`src/rtl/game_flow_pkg.sv`:
```
// Shared definitions for the dino game flow controller: state encodings
// driven onto gameState and a constant-width helper.
package game_flow_pkg;

    localparam int GAME_STATE_W = 4;

    localparam logic [GAME_STATE_W-1:0] GAME_MENU    = 4'd0;
    localparam logic [GAME_STATE_W-1:0] GAME_RUNNING = 4'd1;
    localparam logic [GAME_STATE_W-1:0] GAME_PAUSE   = 4'd2;
    localparam logic [GAME_STATE_W-1:0] GAME_OVER    = 4'd3;
    localparam logic [GAME_STATE_W-1:0] GAME_RESPAWN = 4'd4;

    // Ceiling log2, usable in constant expressions; clog2(1) == 0.
    function automatic int clog2(input int value);
        int result;
        int rem;
        result = 0;
        rem    = value - 1;
        while (rem > 0) begin
            result = result + 1;
            rem    = rem >> 1;
        end
        return result;
    endfunction

endpackage

```
`src/rtl/game_flow_ctrl_debounce.sv`:
```
// Single-input debouncer: the level follows the raw input only after it has
// disagreed for DEBOUNCE_CYCLES consecutive clocks; rise marks a 0->1 flip.
module btn_debounce
    import game_flow_pkg::*;
#(
    parameter int DEBOUNCE_CYCLES = 4
) (
    input  logic clk,
    input  logic resetn,
    input  logic raw,
    output logic level,
    output logic rise
);

    localparam int                CNT_W    = clog2(DEBOUNCE_CYCLES) + 1;
    localparam logic [CNT_W-1:0]  CNT_LAST = CNT_W'(DEBOUNCE_CYCLES - 1);

    logic [CNT_W-1:0] cnt;

    // NOTE: state is updated only with non-blocking assignments so every
    // register samples pre-edge values regardless of statement order.
    always_ff @(posedge clk) begin
        if (!resetn) begin
            cnt   <= '0;
            level <= 1'b0;
            rise  <= 1'b0;
        end else begin
            rise <= 1'b0;
            if (raw == level) begin
                cnt <= '0;
            end else if (cnt == CNT_LAST) begin
                cnt   <= '0;
                level <= raw;
                rise  <= raw;
            end else begin
                cnt <= cnt + 1'b1;
            end
        end
    end

endmodule

```
`src/rtl/game_flow_ctrl.sv`:
```
// Top-level game flow FSM: MENU / RUNNING / PAUSE / RESPAWN / OVER with
// debounced buttons, a life budget and frame-based hold/grace timers.
module game_flow_ctrl
    import game_flow_pkg::*;
#(
    parameter int NUM_BTN              = 2,
    parameter int DEBOUNCE_CYCLES      = 4,
    parameter int LIVES                = 3,
    parameter int RESPAWN_FRAMES       = 30,
    parameter int OVER_HOLD_FRAMES     = 60,
    parameter int PAUSE_TIMEOUT_FRAMES = 0
) (
    input  logic                    clk,
    input  logic                    resetn,
    input  logic                    frameClk,
    input  logic [NUM_BTN-1:0]      btn,
    input  logic                    pause,
    input  logic                    collision,
    output logic [GAME_STATE_W-1:0] gameState,
    output logic [3:0]              lives,
    output logic                    new_game,
    output logic                    frame_run,
    output logic                    running
);

    localparam int FRAME_PEAK_RO = (RESPAWN_FRAMES > OVER_HOLD_FRAMES) ?
                                   RESPAWN_FRAMES : OVER_HOLD_FRAMES;
    localparam int FRAME_PEAK    = (PAUSE_TIMEOUT_FRAMES > FRAME_PEAK_RO) ?
                                   PAUSE_TIMEOUT_FRAMES : FRAME_PEAK_RO;
    localparam int FRAME_W       = clog2(FRAME_PEAK) + 1;

    localparam logic [FRAME_W-1:0] FRAME_SAT   = {FRAME_W{1'b1}};
    localparam logic [FRAME_W-1:0] RESPAWN_CNT = FRAME_W'(RESPAWN_FRAMES);
    localparam logic [FRAME_W-1:0] OVER_CNT    = FRAME_W'(OVER_HOLD_FRAMES);
    localparam logic [FRAME_W-1:0] PAUSE_CNT   = FRAME_W'(PAUSE_TIMEOUT_FRAMES);
    localparam logic [3:0]         LIVES_INIT  = 4'(LIVES);

    logic [NUM_BTN-1:0] btn_level;
    logic [NUM_BTN-1:0] btn_rise;
    logic               pause_level_unused;
    logic               pause_rise;

    for (genvar i = 0; i < NUM_BTN; i++) begin : g_btn
        btn_debounce #(.DEBOUNCE_CYCLES(DEBOUNCE_CYCLES)) u_db (
            .clk    (clk),
            .resetn (resetn),
            .raw    (btn[i]),
            .level  (btn_level[i]),
            .rise   (btn_rise[i])
        );
    end

    btn_debounce #(.DEBOUNCE_CYCLES(DEBOUNCE_CYCLES)) u_pause_db (
        .clk    (clk),
        .resetn (resetn),
        .raw    (pause),
        .level  (pause_level_unused),
        .rise   (pause_rise)
    );

    logic btn_any_q;
    logic start_evt;
    logic pause_evt;

    // A button rising while the OR was already high is not a new start edge.
    always_ff @(posedge clk) begin
        if (!resetn) begin
            btn_any_q <= 1'b0;
            start_evt <= 1'b0;
            pause_evt <= 1'b0;
        end else begin
            btn_any_q <= |btn_level;
            start_evt <= ((|btn_rise) & ~btn_any_q) | pause_rise;
            pause_evt <= pause_rise;
        end
    end

    logic [GAME_STATE_W-1:0] state;
    logic [GAME_STATE_W-1:0] state_nxt;
    logic [3:0]              lives_nxt;
    logic                    new_game_nxt;
    logic [FRAME_W-1:0]      frame_cnt;
    logic [FRAME_W-1:0]      frame_cnt_inc;

    always_comb begin
        frame_cnt_inc = frame_cnt;
        if (frameClk && (frame_cnt != FRAME_SAT)) begin
            frame_cnt_inc = frame_cnt + 1'b1;
        end
    end

    // NOTE: every output of this block gets a default first, so no path can
    // leave a value unassigned and infer a latch.
    always_comb begin
        state_nxt    = state;
        lives_nxt    = lives;
        new_game_nxt = 1'b0;
        case (state)
            GAME_MENU: begin
                if (start_evt) begin
                    state_nxt    = GAME_RUNNING;
                    lives_nxt    = LIVES_INIT;
                    new_game_nxt = 1'b1;
                end
            end
            GAME_RUNNING: begin
                if (collision) begin
                    if (lives > 4'd1) begin
                        lives_nxt = lives - 4'd1;
                        state_nxt = GAME_RESPAWN;
                    end else begin
                        lives_nxt = 4'd0;
                        state_nxt = GAME_OVER;
                    end
                end else if (pause_evt) begin
                    state_nxt = GAME_PAUSE;
                end
            end
            GAME_PAUSE: begin
                if (pause_evt) begin
                    state_nxt = GAME_RUNNING;
                end else if ((PAUSE_TIMEOUT_FRAMES != 0) && (frame_cnt_inc >= PAUSE_CNT)) begin
                    state_nxt = GAME_MENU;
                end
            end
            GAME_RESPAWN: begin
                if (frame_cnt_inc >= RESPAWN_CNT) begin
                    state_nxt = GAME_RUNNING;
                end
            end
            GAME_OVER: begin
                if (start_evt && (frame_cnt >= OVER_CNT)) begin
                    state_nxt = GAME_MENU;
                end
            end
            default: state_nxt = GAME_MENU;
        endcase
    end

    // The frame counter restarts on every state change so each timer measures
    // frames spent in the current state only.
    always_ff @(posedge clk) begin
        if (!resetn) begin
            state     <= GAME_MENU;
            lives     <= LIVES_INIT;
            new_game  <= 1'b0;
            frame_cnt <= '0;
        end else begin
            state     <= state_nxt;
            lives     <= lives_nxt;
            new_game  <= new_game_nxt;
            frame_cnt <= (state_nxt != state) ? '0 : frame_cnt_inc;
        end
    end

    assign gameState = state;
    assign running   = (state == GAME_RUNNING);
    assign frame_run = frameClk & running;

endmodule

```
`config.mk`:
```
export PLATFORM = sky130hd
export DESIGN_NAME = game_flow_ctrl
export DESIGN_NICKNAME = d
export VERILOG_FILES = /design/src/rtl/game_flow_pkg.sv /design/src/rtl/game_flow_ctrl_debounce.sv /design/src/rtl/game_flow_ctrl.sv
export SDC_FILE = /design/constraint.sdc
export NUM_CORES = 1
export LEC_CHECK = 0
export CAP_MARGIN = 0
export CELL_PAD_IN_SITES_DETAIL_PLACEMENT = 0
export CELL_PAD_IN_SITES_GLOBAL_PLACEMENT = 2
export CORE_ASPECT_RATIO = 0.5
export CORE_UTILIZATION = 38
export CTS_CLUSTER_SIZE = 20
export DETAILED_ROUTE_END_ITERATION = 8
export GPL_TIMING_DRIVEN = 1
export PLACE_DENSITY_LB_ADDON = 0.1
export RECOVER_POWER = 50
export SYNTH_ARGS = -nofsm -noshare
export SYNTH_HDL_FRONTEND = slang
export SYNTH_HIERARCHICAL = 1
export SYNTH_SLANG_ARGS = --single-unit
```
`constraint.sdc`:
```
create_clock -name clk -period 3.2 [get_ports clk]
set_input_delay 0.64 -clock clk [delete_from_list [all_inputs] [get_ports clk]]
set_output_delay 0.64 -clock clk [all_outputs]
set_load 0.01 [all_outputs]
```
==> out/metrics.yaml <==
wl_met3_um: 157
detailroute.wirelength.met2_um: 1460
power.density_nw_per_um2: 406
end_kind: "primary output"
port_buffers: 17
pin_count: 18
synth_edf_count: 0
whs_endpoint: "g_btn[1].u_db/cnt[0]"
htreeDepth: 2
syn_area_per_cell_um2: 9.80
fin_ws_ns: 0.531
cts_tree: "yes"
wire_per_inst_um: 13.3
min_path_cells: 1
yosysMostFrequentCell: "dfxtp_1"
die_w_um: 97.3
synth_cells: 176
crit_path_max_incr_delay_ns: 0.68
timing.critical_path.buf_inv: 2
ff2ff_path_depth: 6
yosys-top-cells-count: "dfxtp_1 (34), nor2_1 (19), inv_1 (12)"
rows: 16
hold_class: "reg -> reg"
postCtsSetupBuffers: 0
nets: 214
period_needed_ns: 2.67
syn_nets: 193
ys.warnings.count: 6
antenna_left: 0
finalMaxSlewViolations: 0
post_cts_resized: 0
cap_violations: 0
coreArea_um2: 4120
first_global_vias: 1215
critPathMostFrequentCell: "clkdlybuf4s50_1"
synth_top_cell_by_area: "dfxtp_1"
drt-met1-wl_um: 1720
worstReg2RegEnd: "frame_cnt[5]"
clock_sinks: 34
worstPathRequired_ns: 2.56
hp-start: "g_btn[1].u_db/cnt[0]"
firstDrtPassIters: 4
fin_crit_sh_pct: 83.4
tns_ns: 0
cpLargestDelayFamily: "buffers and inverters"
dpl.hpwl_um: 2450
synth_cell_types: 52
yosysSeqAreaShare_pct: 39.4
slew_headroom_pct: 51.7
clkTransAtPathRegs_ns: 0.07
place.gp.congestion: 0.782
fmax_mhz: 375
worstSkewPairLatency_ns: 0.28
synth-seq-cells: 34
start_util_pct: 41.8
finalSetupViolCount: 0
syn2layout_area_growth_pct: 18.3
worstPathCellList: "clkdlybuf4s50_1 > and2_1 > clkdlybuf4s50_1"
nFillCells: 409
fin_skew_ns: 0.00712
worst_pin_slew_ns: 0.725
peakVddDrop_mv: 0.230
clockRootBuffer: "clkbuf_8"
async_flop_share_pct: 0
cts_buffers: 5
r2r-start: "frame_cnt[1]"
critical_path.startpoint_type: "input pin"
hold_buffers: 0
hold_viol: 0
cpMaxStageDelayCell: "clkdlybuf4s50_1"
antenna_found_initial: 0
drcViolationCount: 0
r2r_slack_ns: 1.08
pre_cts_slack_ns: 0.546
crit_path_max_fanout: 12
rsz0062_at_grt: "false"
status: "finished clean"
die-area_um2: 4830
worstPathArrival_ns: 2.03
synth_top_area_share_pct: 39.4
drtIter0Drc: 56
synth.cell_area_um2: 1730
ys.flop_type: "dfxtp_1"
cts_max_path_buffers: 2
synth_area_leaders: "dfxtp_1 (39%), ha_1 (7.3%), nor2_1 (4.1%), mux2i_1 (4.1%), nor4b_1 (3.6%)"
num_antenna_cells: 0
viasPerCell: 5.46
leakagePower_nw: 0.761
gr-usage-all-layers_pct: 14.6
grt-ovfl-total: 0
routed_wl_um: 3340
grt_pass1_wl_um: 5590
drive_above_1_share_pct: 12.6
grt_max_degree: 21
die_y_um: 49.6
vias: 1375
dr.max_layer_used: "met4"
critPathKind: "in -> out"
## area by class of cell
class                   instances  area (um2)  area share, %
clock inverters                 2        12.5          0.613
inverters                      12        45.0           2.21
flip-flops and latches         34         681           33.3
well taps                      54        67.6           3.31
multi-input cells             125         972           47.6
repair buffers                 19         181           8.88
clock buffers                   6        82.6           4.04
## how the worst max path moves through the flow
stage,start,endpoint,depth (start not counted)
6_report,frameClk,frame_run,3
5_1_grt,frameClk,frame_run,3
4_1_cts,frameClk,frame_run,3
3_5_place_dp,frameClk,frame_cnt[5],6
3_3_place_gp,frameClk,frame_run,3
2_1_floorplan,frameClk,frame_cnt[5],6
## per-stage QoR
step	util, %	cells	power, mW	hold slack [ns]	cell area [um2]
detailed placement	47.3	244	0.506	0.422	1950
finish	49.5	252	0.828	0.430	2040
CTS	49.6	252	0.845	0.432	2050
global route	49.5	252	0.873	0.453	2040
global placement	47.3	244	0.505	0.417	1950
floorplan	-	176	0.482	0.408	1730
## cells in the final DEF (no fill, tap or decap), drive strengths merged, types with 3 or more instances in the layout
master	n
ha	10
xnor2	4
o21ai	3
and4bb	3
nand2	7
nor4b	8
dfxtp	34
nor2b	4
nor3	4
clkdlybuf4s50	15
nand4	3
mux2i	7
nand3	5
nor2	19
a31oi	4
inv	12
and4b	3
clkbuf	7
a21oi	3
## where the power goes
group	switching (mW)	internal, mW
registers	0.00846	0.431
clock network	0.161	0.173
logic	0.0281	0.0272
## state kept, by name, indices dropped and copies added, names as in the netlist
register	count
btn_any_q	1
frame_cnt	7
g_btn.u_db/cnt	6
g_btn.u_db/level	2
g_btn.u_db/rise	2
gameState	4
lives	4
new_game	1
pause_evt	1
start_evt	1
u_pause_db/cnt	3
u_pause_db/level	1
u_pause_db/rise	1
## metal layers
metal	vias to the layer above	track usage, %
met5	-	0
met2	27	23.7
met1	648	18.6
li1	698	-
met3	2	5.11
met4	0	3.68
## cell families (layout without fill, tap and decap cells)
logic type      after synthesis  count (layout)  synth area share [%]
fa+ha+maj                    10              10                  7.25
flops                        34              34                  39.4
compound gates               31              31                  16.2
mux                           8               8                  4.93
xor+xnor                      4               4                  2.03
other cells                   1               1                 0.217
simple gates                 71              71                  25.7
buf+inv                      17              39                  4.21
Note: power is estimated with default switching activity, not from simulation.
